<file path="config.mk">
export PLATFORM = sky130hd
export DESIGN_NAME = axil_arb_wr
export DESIGN_NICKNAME = d
export VERILOG_FILES = /design/src/rtl/axil_arb_wr.sv
export SDC_FILE = /design/constraint.sdc
export NUM_CORES = 1
export LEC_CHECK = 0
export CELL_PAD_IN_SITES_DETAIL_PLACEMENT = 0
export CELL_PAD_IN_SITES_GLOBAL_PLACEMENT = 2
export CORE_ASPECT_RATIO = 0.6
export CORE_MARGIN = 2
export CORE_UTILIZATION = 10
export CTS_CLUSTER_DIAMETER = 120
export DETAILED_ROUTE_END_ITERATION = 8
export PLACE_DENSITY = 0.95
export SLEW_MARGIN = 40
export SYNTH_ARGS = -nofsm -noshare
export SYNTH_HDL_FRONTEND = slang
export SYNTH_SLANG_ARGS = --single-unit
export TNS_END_PERCENT = 20
</file>
<file path="constraint.sdc">
create_clock -name aclk -period 1.85 [get_ports aclk]
set_clock_uncertainty 0.15 [all_clocks]
set_input_delay 0.555 -clock aclk [delete_from_list [all_inputs] [get_ports aclk]]
set_output_delay 0.555 -clock aclk [all_outputs]
set_load 0.01 [all_outputs]
</file>
<file path="src/rtl/axil_arb_wr.sv">
// rtl/axil_arb_wr.sv - AXI-Lite write-path fixed-priority arbiter and slave-select decoder (optional watchdog: AXIL_ARB_WR_TIMEOUT_EN)
module axil_arb_wr #(
    parameter int                        AXI_ADDR_WIDTH = 32,
    parameter logic [AXI_ADDR_WIDTH-1:0] BASE_ADDR      = 32'h0000_0000,
    parameter logic [AXI_ADDR_WIDTH-1:0] ADDR_MASK      = 32'hFFFF_0000,
    parameter int                        TIMEOUT_CYCLES = 1024
) (
    input  logic                      aclk,
    input  logic                      areset,
    input  logic [AXI_ADDR_WIDTH-1:0] m_axil_awaddr_0,
    input  logic                      m_axil_awvalid_0,
    input  logic                      m_axil_wvalid_0,
    input  logic                      m_axil_bready_0,
    input  logic [AXI_ADDR_WIDTH-1:0] m_axil_awaddr_1,
    input  logic                      m_axil_awvalid_1,
    input  logic                      m_axil_wvalid_1,
    input  logic                      m_axil_bready_1,
    input  logic                      mux_awready,
    input  logic                      mux_wready,
    input  logic                      mux_bvalid,
    output logic [1:0]                grant,
    output logic                      slv_invalid,
    output logic                      busy,
    output logic                      wr_timeout
);

    typedef enum logic [1:0] {IDLE, ADDR_DATA, RESP} state_t;

    state_t                    state, state_nxt;
    logic                      aw_done, w_done;
    logic                      g_awvalid, g_wvalid, g_bready;
    logic                      aw_all, w_all, b_hs, any_req, expire;
    logic [AXI_ADDR_WIDTH-1:0] req_addr;

    if (TIMEOUT_CYCLES < 2) begin : g_bad_timeout
        $error("axil_arb_wr: TIMEOUT_CYCLES must be at least 2");
    end

    // Handshake qualifiers follow only the granted master.
    assign g_awvalid = (grant[0] & m_axil_awvalid_0) | (grant[1] & m_axil_awvalid_1);
    assign g_wvalid  = (grant[0] & m_axil_wvalid_0)  | (grant[1] & m_axil_wvalid_1);
    assign g_bready  = (grant[0] & m_axil_bready_0)  | (grant[1] & m_axil_bready_1);

    assign aw_all   = aw_done | (mux_awready & g_awvalid);
    assign w_all    = w_done  | (mux_wready  & g_wvalid);
    assign b_hs     = (state == RESP) & mux_bvalid & g_bready;
    assign any_req  = m_axil_awvalid_0 | m_axil_awvalid_1;
    assign req_addr = m_axil_awvalid_0 ? m_axil_awaddr_0 : m_axil_awaddr_1;

`ifdef AXIL_ARB_WR_TIMEOUT_EN
    localparam int                CNT_W   = $clog2(TIMEOUT_CYCLES);
    localparam logic [CNT_W-1:0] CNT_LAST = CNT_W'(TIMEOUT_CYCLES - 1);

    logic [CNT_W-1:0] to_cnt;

    // A B handshake landing in the expiry cycle wins over the watchdog.
    assign expire = (state != IDLE) && (to_cnt == CNT_LAST) && !b_hs;

    always_ff @(posedge aclk) begin
        if (areset || state == IDLE) begin
            to_cnt <= '0;
        end else begin
            to_cnt <= to_cnt + 1'b1;
        end
    end

    always_ff @(posedge aclk) begin
        if (areset) begin
            wr_timeout <= 1'b0;
        end else begin
            wr_timeout <= expire;
        end
    end
`else
    assign expire     = 1'b0;
    assign wr_timeout = 1'b0;
`endif

    always_ff @(posedge aclk) begin
        if (areset) begin
            state <= IDLE;
        end else begin
            state <= state_nxt;
        end
    end

    always_comb begin
        state_nxt = state;
        case (state)
            IDLE:      if (any_req)        state_nxt = ADDR_DATA;
            ADDR_DATA: if (aw_all & w_all) state_nxt = RESP;
            RESP:      if (b_hs)           state_nxt = IDLE;
            default:                       state_nxt = IDLE;
        endcase
        if (expire) begin
            state_nxt = IDLE;
        end
    end

    always_comb begin
        busy = (state != IDLE);
    end

    // Grant and slave select are captured together and held until B or expiry.
    always_ff @(posedge aclk) begin
        if (areset) begin
            grant       <= 2'b00;
            slv_invalid <= 1'b0;
            aw_done     <= 1'b0;
            w_done      <= 1'b0;
        end else begin
            case (state)
                IDLE: begin
                    aw_done <= 1'b0;
                    w_done  <= 1'b0;
                    if (any_req) begin
                        grant       <= m_axil_awvalid_0 ? 2'b01 : 2'b10;
                        slv_invalid <= ((req_addr & ADDR_MASK) != (BASE_ADDR & ADDR_MASK));
                    end
                end
                ADDR_DATA: begin
                    aw_done <= aw_all;
                    w_done  <= w_all;
                end
                RESP: begin
                    if (b_hs) begin
                        grant   <= 2'b00;
                        aw_done <= 1'b0;
                        w_done  <= 1'b0;
                    end
                end
                default: begin
                    grant   <= 2'b00;
                    aw_done <= 1'b0;
                    w_done  <= 1'b0;
                end
            endcase
            if (expire) begin
                grant   <= 2'b00;
                aw_done <= 1'b0;
                w_done  <= 1'b0;
            end
        end
    end

endmodule
</file>
# [After elaboration in Yosys (flattened, before gate mapping)]
# Cells that the tools add are included.
[classes] muxes=11 bitwise=18 n_reduce_logical=6 eq_ne=5
[ops] operator="32-bit 2-to-1 mux" count=1
[ops] operator="32-bit nonzero test" count=1
[ops] operator="2-bit case mux with 3 select lines" count=2
[ops] operator="1-bit AND" count=11
[ops] operator="2-bit 2-to-1 mux" count=5
[ops] operator="2-bit != test, second input constant" count=3
[ops] operator="1-bit bitwise OR" count=6
[ops] operator="3-bit AND reduction" count=2
[ops] operator="1-bit case mux with 2 select lines" count=2
[ops] operator="2-bit by 1-bit == test with 1-bit output, second input constant" count=1
[ops] operator="2-bit == test, second input constant" count=1
[ops] operator="2-bit logical NOT" count=1
[ops] operator="2-bit AND reduction" count=1
[ops] operator="2-bit nonzero test" count=1
[ops] operator="1-bit 2-to-1 mux" count=1
[ops] operator="1-bit NOT" count=1
[totals] wordCells=45 inputBits=75 output_inout_bits=5 regBits=7

# [Depth between registers and ports, before layout]
# Gate-level depths: netlist (run 1).
[depth] word_depth=7 mapped_depth=5 ltp_nobuf=4

# [Least setup slack after synthesis (run 1)]
# Ideal clock, no wire load.
[synth_timing] path_kind="input to register" startpoint="input port m_axil_awaddr_0[16]" endpoint="register slv_invalid" setup_ns=0.124 n_path_buf=0 arrival_ns=1.233 slack_ns=0.343 required_time_ns=1.576 cell_stages=4 cell_sequence="nor4b_1 nand4_1 nor4_1 o41ai_2"
[synth_between] elab_chain_len=2
[synth_lines] element="from (decl)" line_no="10" source="input logic [AXI_ADDR_WIDTH-1:0] m_axil_awaddr_0,"
[synth_lines] element="32-bit 2-to-1 mux" line_no="48" source="assign req_addr = m_axil_awvalid_0 ? m_axil_awaddr_0 : m_axil_awaddr_1;"
[synth_lines] element="32-bit nonzero test" line_no="118" source="slv_invalid <= ((req_addr & ADDR_MASK) != (BASE_ADDR & ADDR_MASK));"
[synth_lines] element="to (signal assigned)" line_no="118"
[synth_lines] element="to (decl)" line_no="22" source="output logic slv_invalid,"
# Every way passes these cells.
# A chain may end at the register's enable or synchronous reset.

# [Final worst setup path (run 1)]
[layout_timing] startpoint="register slv_invalid" endpoint="output port slv_invalid"
# No word-level cell between the ends.

==> impl_metrics.toml, run 1 <==
[run_status]
run_status = "complete, no violations"

[global_route]
grtUsageMet1_pct = 8.72
grt_util_all_layers_pct = 6.89
antenna_found_initial = 0
grt-busiest-layer = "met2"
globalRouteMet2Util_pct = 11.0
global_route.usage.met3_pct = 1.88
gr-total-overflow = 0
grt_max_degree = 13
first_global_vias = 611
grt_pass1_wl_microns = 2830

[layout]
num-fill-cells = 479
num-nets-final = 192
drive_gt1_share_pct = 16.4
final_cells = 179
area_growth_pct = 150
finish.utilization_pct = 25.7
diodes = 0

[drt]
vias_per_cell = 3.68
drt_drc_violations_left = 0
detail_route.iter0.violations = 8
routed_wire_length_per_instance_microns = 10.5
wirelength_microns = 1870
dr.pass1.iters = 4
drt_antenna_net_count = 0
routed-via-count = 658

[clock_tree]
clk_latency_ns = 0.23
htree_num_levels = 1
cts_inserted_buffers = 3
number_of_clock_sinks = 7
holdBufCountCts = 0
cts_root_buf = "clkbuf_8"
worst_setup_hold_path_clk_slew_ns = 0.04
postCtsSetupRepairBufs = 0
tritoncts = "yes"
cts_buffer_depth = 2

[floorplanning]
core_area_sq_um = 4540
die_area_sq_um = 5250
io-pin-count = 80
total_number_of_placement_rows = 19
start_util_pct = 10.3
floorplan.die.height_microns = 56.9
fp.dieW_microns = 92.2

[sta]
fmax_mhz = 549
final_critical_path_share_of_the_clock_period_pct = 98.4
setup_violations = 0
finalWorstPathRequiredPeriod_ns = 1.82
timing.final.max_slew_violations = 0
hold_violations = 0
hold_ws_ns = 0.321

[worst_setup_path]
r2r.worst_path.cells = 5
cell_by_cell_trace_of_the_critical_path = "clkdlybuf4s50_1"
cp_num_cells = 1
critical_path.slowest_cell = "clkdlybuf4s50_1"
setup.worst_path.end_class = "primary output"
crit_type = "reg -> out"
worst_setup_path_start_kind = "flop"
cpLargestDelayFamily = "buffers and inverters"
worstPathRequired_ns = 1.14
cp.buffers_inverters = 1
timing.critical_path.arrival_ns = 1.12
critical_path.max_fanout = 2
max_stage_delay_ns = 0.56

[place]
gpl.final_weighted_congestion = 0.719
place_inst = 175
dp_hpwl_microns = 1530
port_buffers = 46

[synthesis]
synthesis.area_sq_um = 467
synthesis.instances = 58
synth.net_count = 133
post_synth_num_cell_types = 22
post_synth_edffs = 0
synth_warnings = 0
syn_avg_cell_area_sq_um = 8.05
dominant_synthesized_flop_cell = "dfxtp_1"
synth-seq-cells = 7
sequential_area_share_after_synthesis_pct = 30.0
synth_async_sr_flop_share_pct = 0

[worst_hold_path]
hp-class = "reg -> reg"
worstHoldPathCells = 2

[run]
max_cap_viol_count = 0

[power_and_ir_drop]
cellLeakagePower_uw = 0.000495
power.density_nw_per_um2 = 474
worst_ir_drop_vdd_uv = 160
==> report_power, final <==
group / switching, uW / internal (uW)
Sequential: 3.79 / 159
Clock: 66.2 / 149
Combinational: 55.0 / 120
==> sequential cells by signal, indices dropped and copies added (netlist names) <==
name         flops
grant            2
state            2
aw_done          1
w_done           1
slv_invalid      1
==> cell usage in the layout, fill, tap and decap left out, drive strengths merged <==
cell / n
o41ai: 1
nor4: 7
clkdlybuf4s50: 34
a22o: 4
nand2b: 1
dfxtp: 7
o31ai: 1
buf: 10
nor2: 4
clkbuf: 4
nand3b: 3
dlygate4sd2: 2
nor4b: 1
nand2: 2
nand3: 2
conb: 1
or2b: 1
or3b: 2
nor3b: 2
a21oi: 9
nand4: 2
dlymetal6s2s: 10
o21bai: 3
nor2b: 2
or2: 1
==> routing by layer <==
metal	up-vias	wire length (microns)
li1	342	-
met1	302	886
met2	12	902
met3	2	72
met4	0	11
met5	-	0
==> final cells by class <==
type                       count  area [sq um]  share of cell area, %
tap                           63          78.8                   6.75
timing repair buffer          56           558                   47.8
clock buffer                   4          45.0                   3.85
sequential                     7           140                   12.0
multi-input combinational     49           347                   29.7
==> cell usage after synthesis, drive strengths merged, types with 2 or more instances <==
cell | instances | area (sq um)
nor3b | 2 | 15.0
nand3b | 3 | 22.5
nand3 | 2 | 10.0
nand4 | 2 | 12.5
nor2b | 2 | 12.5
dfxtp | 7 | 140
a21oi | 9 | 45.0
a22o | 4 | 35.0
nand2 | 2 | 7.51
nor2 | 4 | 15.0
o21bai | 3 | 22.5
nor4 | 7 | 43.8
or3b | 2 | 17.5
==> stage by stage <==
stage	total power (uW)	cell area, sq um	worst slack, ns	setup TNS, ns
after floorplan	207	467	0.343	0
after global placement	341	1070	-0.320	-1.44
after detailed placement	341	1070	-0.300	-1.33
after CTS	561	1110	0.0225	0
after global routing	584	1170	-0.0138	-0.0138
final	554	1170	0.0300	0
==> final timing paths <==
| check | startpoint | endpoint | slack [ns] |
|---|---|---|---|
| worst max register to register | grant[0]$_SDFFE_PP0P_ | state[1]$_SDFFE_PP0P_ | 0.42 |
| worst max-delay path | slv_invalid$_SDFFE_PP0P_ | slv_invalid | 0.03 |
| worst min register to register | w_done$_SDFFE_PP0P_ | w_done$_SDFFE_PP0P_ | 0.32 |
| worst min-delay path | w_done$_SDFFE_PP0P_ | w_done$_SDFFE_PP0P_ | 0.32 |
==> repair_timing <==
item                       in CTS  in global routing
pin swaps                       0                  6
setup endpoints to repair       4                  1
gates resized for setup         2                 15
cloned                          0                  0
==> cells by family (layout without fill, tap and decap cells) <==
kind of cell | count (synthesis) | in the layout | share of synthesized area [%]
simple gates | 30 | 30 | 39.7
compound gates | 18 | 18 | 27.1
flops | 7 | 7 | 30.0
buf+inv | 2 | 60 | 2.41
other cells | 1 | 1 | 0.804
(Power assumes the default switching activity.)
==> run 2, diff against run 1 <==
--- a/config.mk
+++ b/config.mk
@@ -10,9 +10,10 @@
 export CORE_ASPECT_RATIO = 0.6
 export CORE_MARGIN = 2
 export CORE_UTILIZATION = 10
-export CTS_CLUSTER_DIAMETER = 120
+export CTS_CLUSTER_DIAMETER = 40
 export DETAILED_ROUTE_END_ITERATION = 8
-export PLACE_DENSITY = 0.95
+export GPL_ROUTABILITY_DRIVEN = 1
+export PLACE_DENSITY_LB_ADDON = 0.1
 export SLEW_MARGIN = 40
 export SYNTH_ARGS = -nofsm -noshare
 export SYNTH_HDL_FRONTEND = slang
==> impl_metrics.toml, run 2 (synthesized netlist as in run 1, its figures left out) <==
[power_and_ir_drop]
power.density_nw_per_um2 = 468
cellLeakagePower_uw = 0.000535
switchingPower_uw = 134
worst_ir_drop_vdd_uv = 189
pwr-share-seq_pct = 29.0
comb_power_share_pct = 32.1
power_report.internal_total_uw = 427
p_clk_share_pct = 38.9
power.switching_fraction_pct = 23.9

[drt]
dr.pass1.iters = 4
drt_antenna_net_count = 0
vias_per_cell = 3.68
wirelength_microns = 2150
routed_wire_length_per_instance_microns = 11.8
routed-via-count = 670
drt_drc_violations_left = 0
detail_route.iter0.violations = 13

[clock_tree]
holdBufCountCts = 0
worst_setup_hold_path_clk_slew_ns = 0.05
tritoncts = "yes"
postCtsSetupRepairBufs = 0
cts_buffer_depth = 2
cts_root_buf = "clkbuf_8"
cts_inserted_buffers = 3
clk_latency_ns = 0.23
number_of_clock_sinks = 7
htree_num_levels = 1

[global_route]
antenna_found_initial = 0
first_global_vias = 689
grt_max_degree = 13
gr-total-overflow = 0
grt_pass1_wl_microns = 3310
grt_util_all_layers_pct = 8.08

[floorplanning]
total_number_of_placement_rows = 19
fp.dieW_microns = 92.2
io-pin-count = 80
start_util_pct = 10.3
floorplan.die.height_microns = 56.9
core_area_sq_um = 4540
die_area_sq_um = 5250

[sta]
grt_setup_unrepaired = "false"
timing.final.max_slew_violations = 0
final_critical_path_share_of_the_clock_period_pct = 96.2
hold_violations = 0
hold_ws_ns = 0.325
setup_violations = 0
finalWorstPathRequiredPeriod_ns = 1.78
fmax_mhz = 562
tns_ns = 0

[layout]
drive_gt1_share_pct = 21.0
area_growth_pct = 157
final_cells = 182
layout.cells.most_common = "clkdlybuf4s50_1"
biggestRegsByFlops = "grant x2, state x2"
most_frequent_cells_in_the_layout = "32 x clkdlybuf4s50_1, 13 x buf_4, 12 x dlymetal6s2s_1"
diodes = 0
num-nets-final = 195

[worst_setup_path]
crit_type = "reg -> out"
timing.critical_path.arrival_ns = 1.07
worstPathRequired_ns = 1.14
cp.buffers_inverters = 1
setup.worst_path.end_class = "primary output"
critical_path.max_fanout = 2
worst_setup_path_start_kind = "flop"
cpLargestDelayFamily = "buffers and inverters"
max_stage_delay_ns = 0.53
critical_path.slowest_cell = "clkdlybuf4s50_1"
cell_by_cell_trace_of_the_critical_path = "clkdlybuf4s50_1"

[run]
max_cap_viol_count = 0

[place]
place_inst = 178
port_buffers = 46
dp_hpwl_microns = 1700
gpl.final_weighted_congestion = 0.671

[run_status]
run_status = "complete, no violations"

[worst_hold_path]
hp-class = "reg -> reg"
[run 2: layout make-up]
type                       instances  area, sq um
fill                             494         3340
timing repair buffer              59          582
multi-input combinational         49          353
sequential                         7          140
tap                               63         78.8
clock buffer                       3         41.3
clock inverter                     1         5.00
[run 2: worst paths after layout]
kind / start / endpoint / slack, ns / depth (start not counted)
setup / recovery: grant[1]$_SDFFE_PP0P_ / grant[1] / 0.07 / 1
hold / removal: aw_done$_SDFFE_PP0P_ / aw_done$_SDFFE_PP0P_ / 0.32 / 2
setup reg to reg: grant[0]$_SDFFE_PP0P_ / state[1]$_SDFFE_PP0P_ / 0.43 / 5
hold reg to reg: aw_done$_SDFFE_PP0P_ / aw_done$_SDFFE_PP0P_ / 0.32 / 2
[run 2: power groups by stage]
stage                     registers [uW]  clock network, uW  logic (uW)
after global placement               165                  0         183
final                                163                218         180
after floorplan                      172                  0        36.0
after CTS                            163                231         183
after global routing                 163                244         194
after detailed placement             166                  0         182
[run 2: metal layers]
layer	GRT usage, %	wire, microns
met5	0	0
met4	1.92	0
met3	3.09	63
met2	12.6	1090
met1	10.6	1010
[run 2: what timing repair did]
item / in CTS / in global routing
resized for setup: 4 / 18
setup endpoints to repair: 5 / 2
pin swaps: 0 / 5
[run 2: metrics by stage]
step | cell area, sq um | util (%) | worst slack, ns | total power, uW
floorplan | 467 | - | 0.343 | 207
global placement | 1090 | 24.1 | -0.471 | 348
detailed placement | 1090 | 24.1 | -0.459 | 347
CTS | 1150 | 25.3 | 0.0126 | 576
global route | 1200 | 26.4 | 0.00330 | 601
finish | 1200 | 26.4 | 0.0704 | 561
==> run 3, diff against run 2 <==
==> config.mk (replaced) <==
export PLATFORM = sky130hd
export DESIGN_NAME = axil_arb_wr
export DESIGN_NICKNAME = d
export VERILOG_FILES = /design/src/rtl/axil_arb_wr.sv
export SDC_FILE = /design/constraint.sdc
export NUM_CORES = 1
export LEC_CHECK = 0
export CORE_ASPECT_RATIO = 0.6
export CORE_MARGIN = 2
export CORE_UTILIZATION = 21
export CTS_CLUSTER_DIAMETER = 40
export DETAILED_ROUTE_END_ITERATION = 8
export GPL_ROUTABILITY_DRIVEN = 1
export PLACE_DENSITY = 0.8
export SLEW_MARGIN = 40
export SYNTH_ARGS = -nofsm -noshare
export SYNTH_HDL_FRONTEND = slang
export SYNTH_SLANG_ARGS = --single-unit
export TNS_END_PERCENT = 20
==> impl_metrics.toml, run 3 (synthesized netlist as in run 1, its figures left out) <==
[clock_tree]
postCtsSetupRepairBufs = 0
cts_root_buf = "clkbuf_8"
worst_setup_hold_path_clk_slew_ns = 0.04
cts_buffer_depth = 2
holdBufCountCts = 0
cts_inserted_buffers = 3
tritoncts = "yes"
clk_latency_ns = 0.23
number_of_clock_sinks = 7
htree_num_levels = 1

[power_and_ir_drop]
comb_power_share_pct = 31.3
pwr-share-seq_pct = 30.0
power.density_nw_per_um2 = 489
switchingPower_uw = 129
power.switching_fraction_pct = 23.3
cellLeakagePower_uw = 0.000478
power_report.internal_total_uw = 425
p_clk_share_pct = 38.7
worst_ir_drop_vdd_uv = 192
power_uw = 554

[run]
max_cap_viol_count = 0

[drt]
detail_route.iter0.violations = 23
wirelength_microns = 2000
vias_per_cell = 4.87
dr.pass1.iters = 4
drt_drc_violations_left = 0
drt_antenna_net_count = 0
routed-via-count = 706
routed_wire_length_per_instance_microns = 13.8

[worst_setup_path]
cp.buffers_inverters = 1
critical_path.slowest_cell = "clkdlybuf4s50_1"
setup.worst_path.end_class = "primary output"
worstPathRequired_ns = 1.14
max_stage_delay_ns = 0.55
cell_by_cell_trace_of_the_critical_path = "clkdlybuf4s50_1"
timing.critical_path.arrival_ns = 1.11
setup.worst_path.start = "slv_invalid$_SDFFE_PP0P_"
r2r_start = "grant[1]$_SDFFE_PP0P_"
cpLargestDelayFamily = "buffers and inverters"
crit_type = "reg -> out"
critical_path.max_fanout = 2
worst_setup_path_start_kind = "flop"

[sta]
hold_ws_ns = 0.338
timing.final.max_slew_violations = 0
setup_violations = 0
fmax_mhz = 550
finalWorstPathRequiredPeriod_ns = 1.82
tns_ns = 0
grt_setup_unrepaired = "false"
hold_violations = 0
final_critical_path_share_of_the_clock_period_pct = 98.2

[layout]
layout.cells.most_common = "clkdlybuf4s50_1"
num-nets-final = 191
diodes = 0
seq_area_sq_um = 141
area_taken_by_multi_input_logic_gates_sq_um = 365
biggestRegsByFlops = "grant x2, state x2"
most_frequent_cells_in_the_layout = "35 x clkdlybuf4s50_1, 9 x a21oi_1, 9 x buf_4"
drive_gt1_share_pct = 19.1
num-fill-cells = 197
area_growth_pct = 143

[floorplanning]
die_area_sq_um = 2630
start_util_pct = 21.9
fp.dieW_microns = 64.9
total_number_of_placement_rows = 13
core_area_sq_um = 2130
floorplan.die.height_microns = 40.5
io-pin-count = 80

[worst_hold_path]
hp-class = "reg -> reg"
launch_point_of_the_worst_hold_path = "aw_done$_SDFFE_PP0P_"

[global_route]
first_global_vias = 734
grt_pass1_wl_microns = 3060
grt_util_all_layers_pct = 15.5
gr-total-overflow = 0
antenna_found_initial = 0
grt_max_degree = 13

[run_status]
run_status = "complete, no violations"

[place]
gpl.final_weighted_congestion = 0.720
dp_hpwl_microns = 1620
port_buffers = 46
==> run 3: cell type report <==
type | count | area share [%]
multi-input combinational | 49 | 32.2
timing repair buffer | 55 | 48.0
sequential | 7 | 12.5
tap | 30 | 3.31
clock buffer | 4 | 3.97
==> run 3: metrics by stage <==
stage | cells | setup slack (ns) | utilization, % | instance area [sq um]
floorplan | 58 | 0.343 | - | 467
CTS | 145 | 0.00616 | 50.5 | 1080
finish | 145 | 0.0328 | 53.2 | 1130
global placement | 141 | -0.332 | 47.9 | 1020
detailed placement | 141 | -0.386 | 47.9 | 1020
global route | 145 | 0.00941 | 53.2 | 1130
==> run 3: worst paths after layout <==
path                                             end  slack [ns]  depth (start not counted)
worst min-delay path            aw_done$_SDFFE_PP0P_        0.34                          2
worst min register to register  aw_done$_SDFFE_PP0P_        0.34                          2
worst max-delay path                     slv_invalid        0.03                          1
worst max register to register  aw_done$_SDFFE_PP0P_        0.42                          5
==> run 3: timing repair <==
item | CTS | global route
pin swaps | 0 | 6
endpoints found under the hold margin | 0 | 0
resized for setup | 6 | 14
setup endpoints to repair | 6 | 1
==> run 3: power by group through the flow <==
stage | combinational, uW | sequential [uW] | clock [uW]
2_1_floorplan | 36.0 | 172 | 0
4_1_cts | 169 | 166 | 222
3_3_place_gp | 164 | 167 | 0
6_report | 173 | 166 | 215
3_5_place_dp | 169 | 168 | 0
5_1_grt | 184 | 166 | 228
==> run 3: per-layer routing <==
| metal | track usage [%] | wire, microns | vias up |
|---|---|---|---|
| li1 | - | - | 341 |
| met5 | 0 | 0 | - |
| met2 | 35.3 | 1090 | 31 |
| met4 | 2.66 | 0 | 0 |
| met3 | 4.21 | 142 | 0 |
| met1 | 14.8 | 757 | 334 |
==> run 3: worst register-to-register path, stage by stage, from the launching register on <==
cell	delay, ns
dfxtp_1	0.30
buf_4	0.15
a22o_1	0.21
a21oi_1	0.28
nand3_1	0.12
a21oi_1	0.15
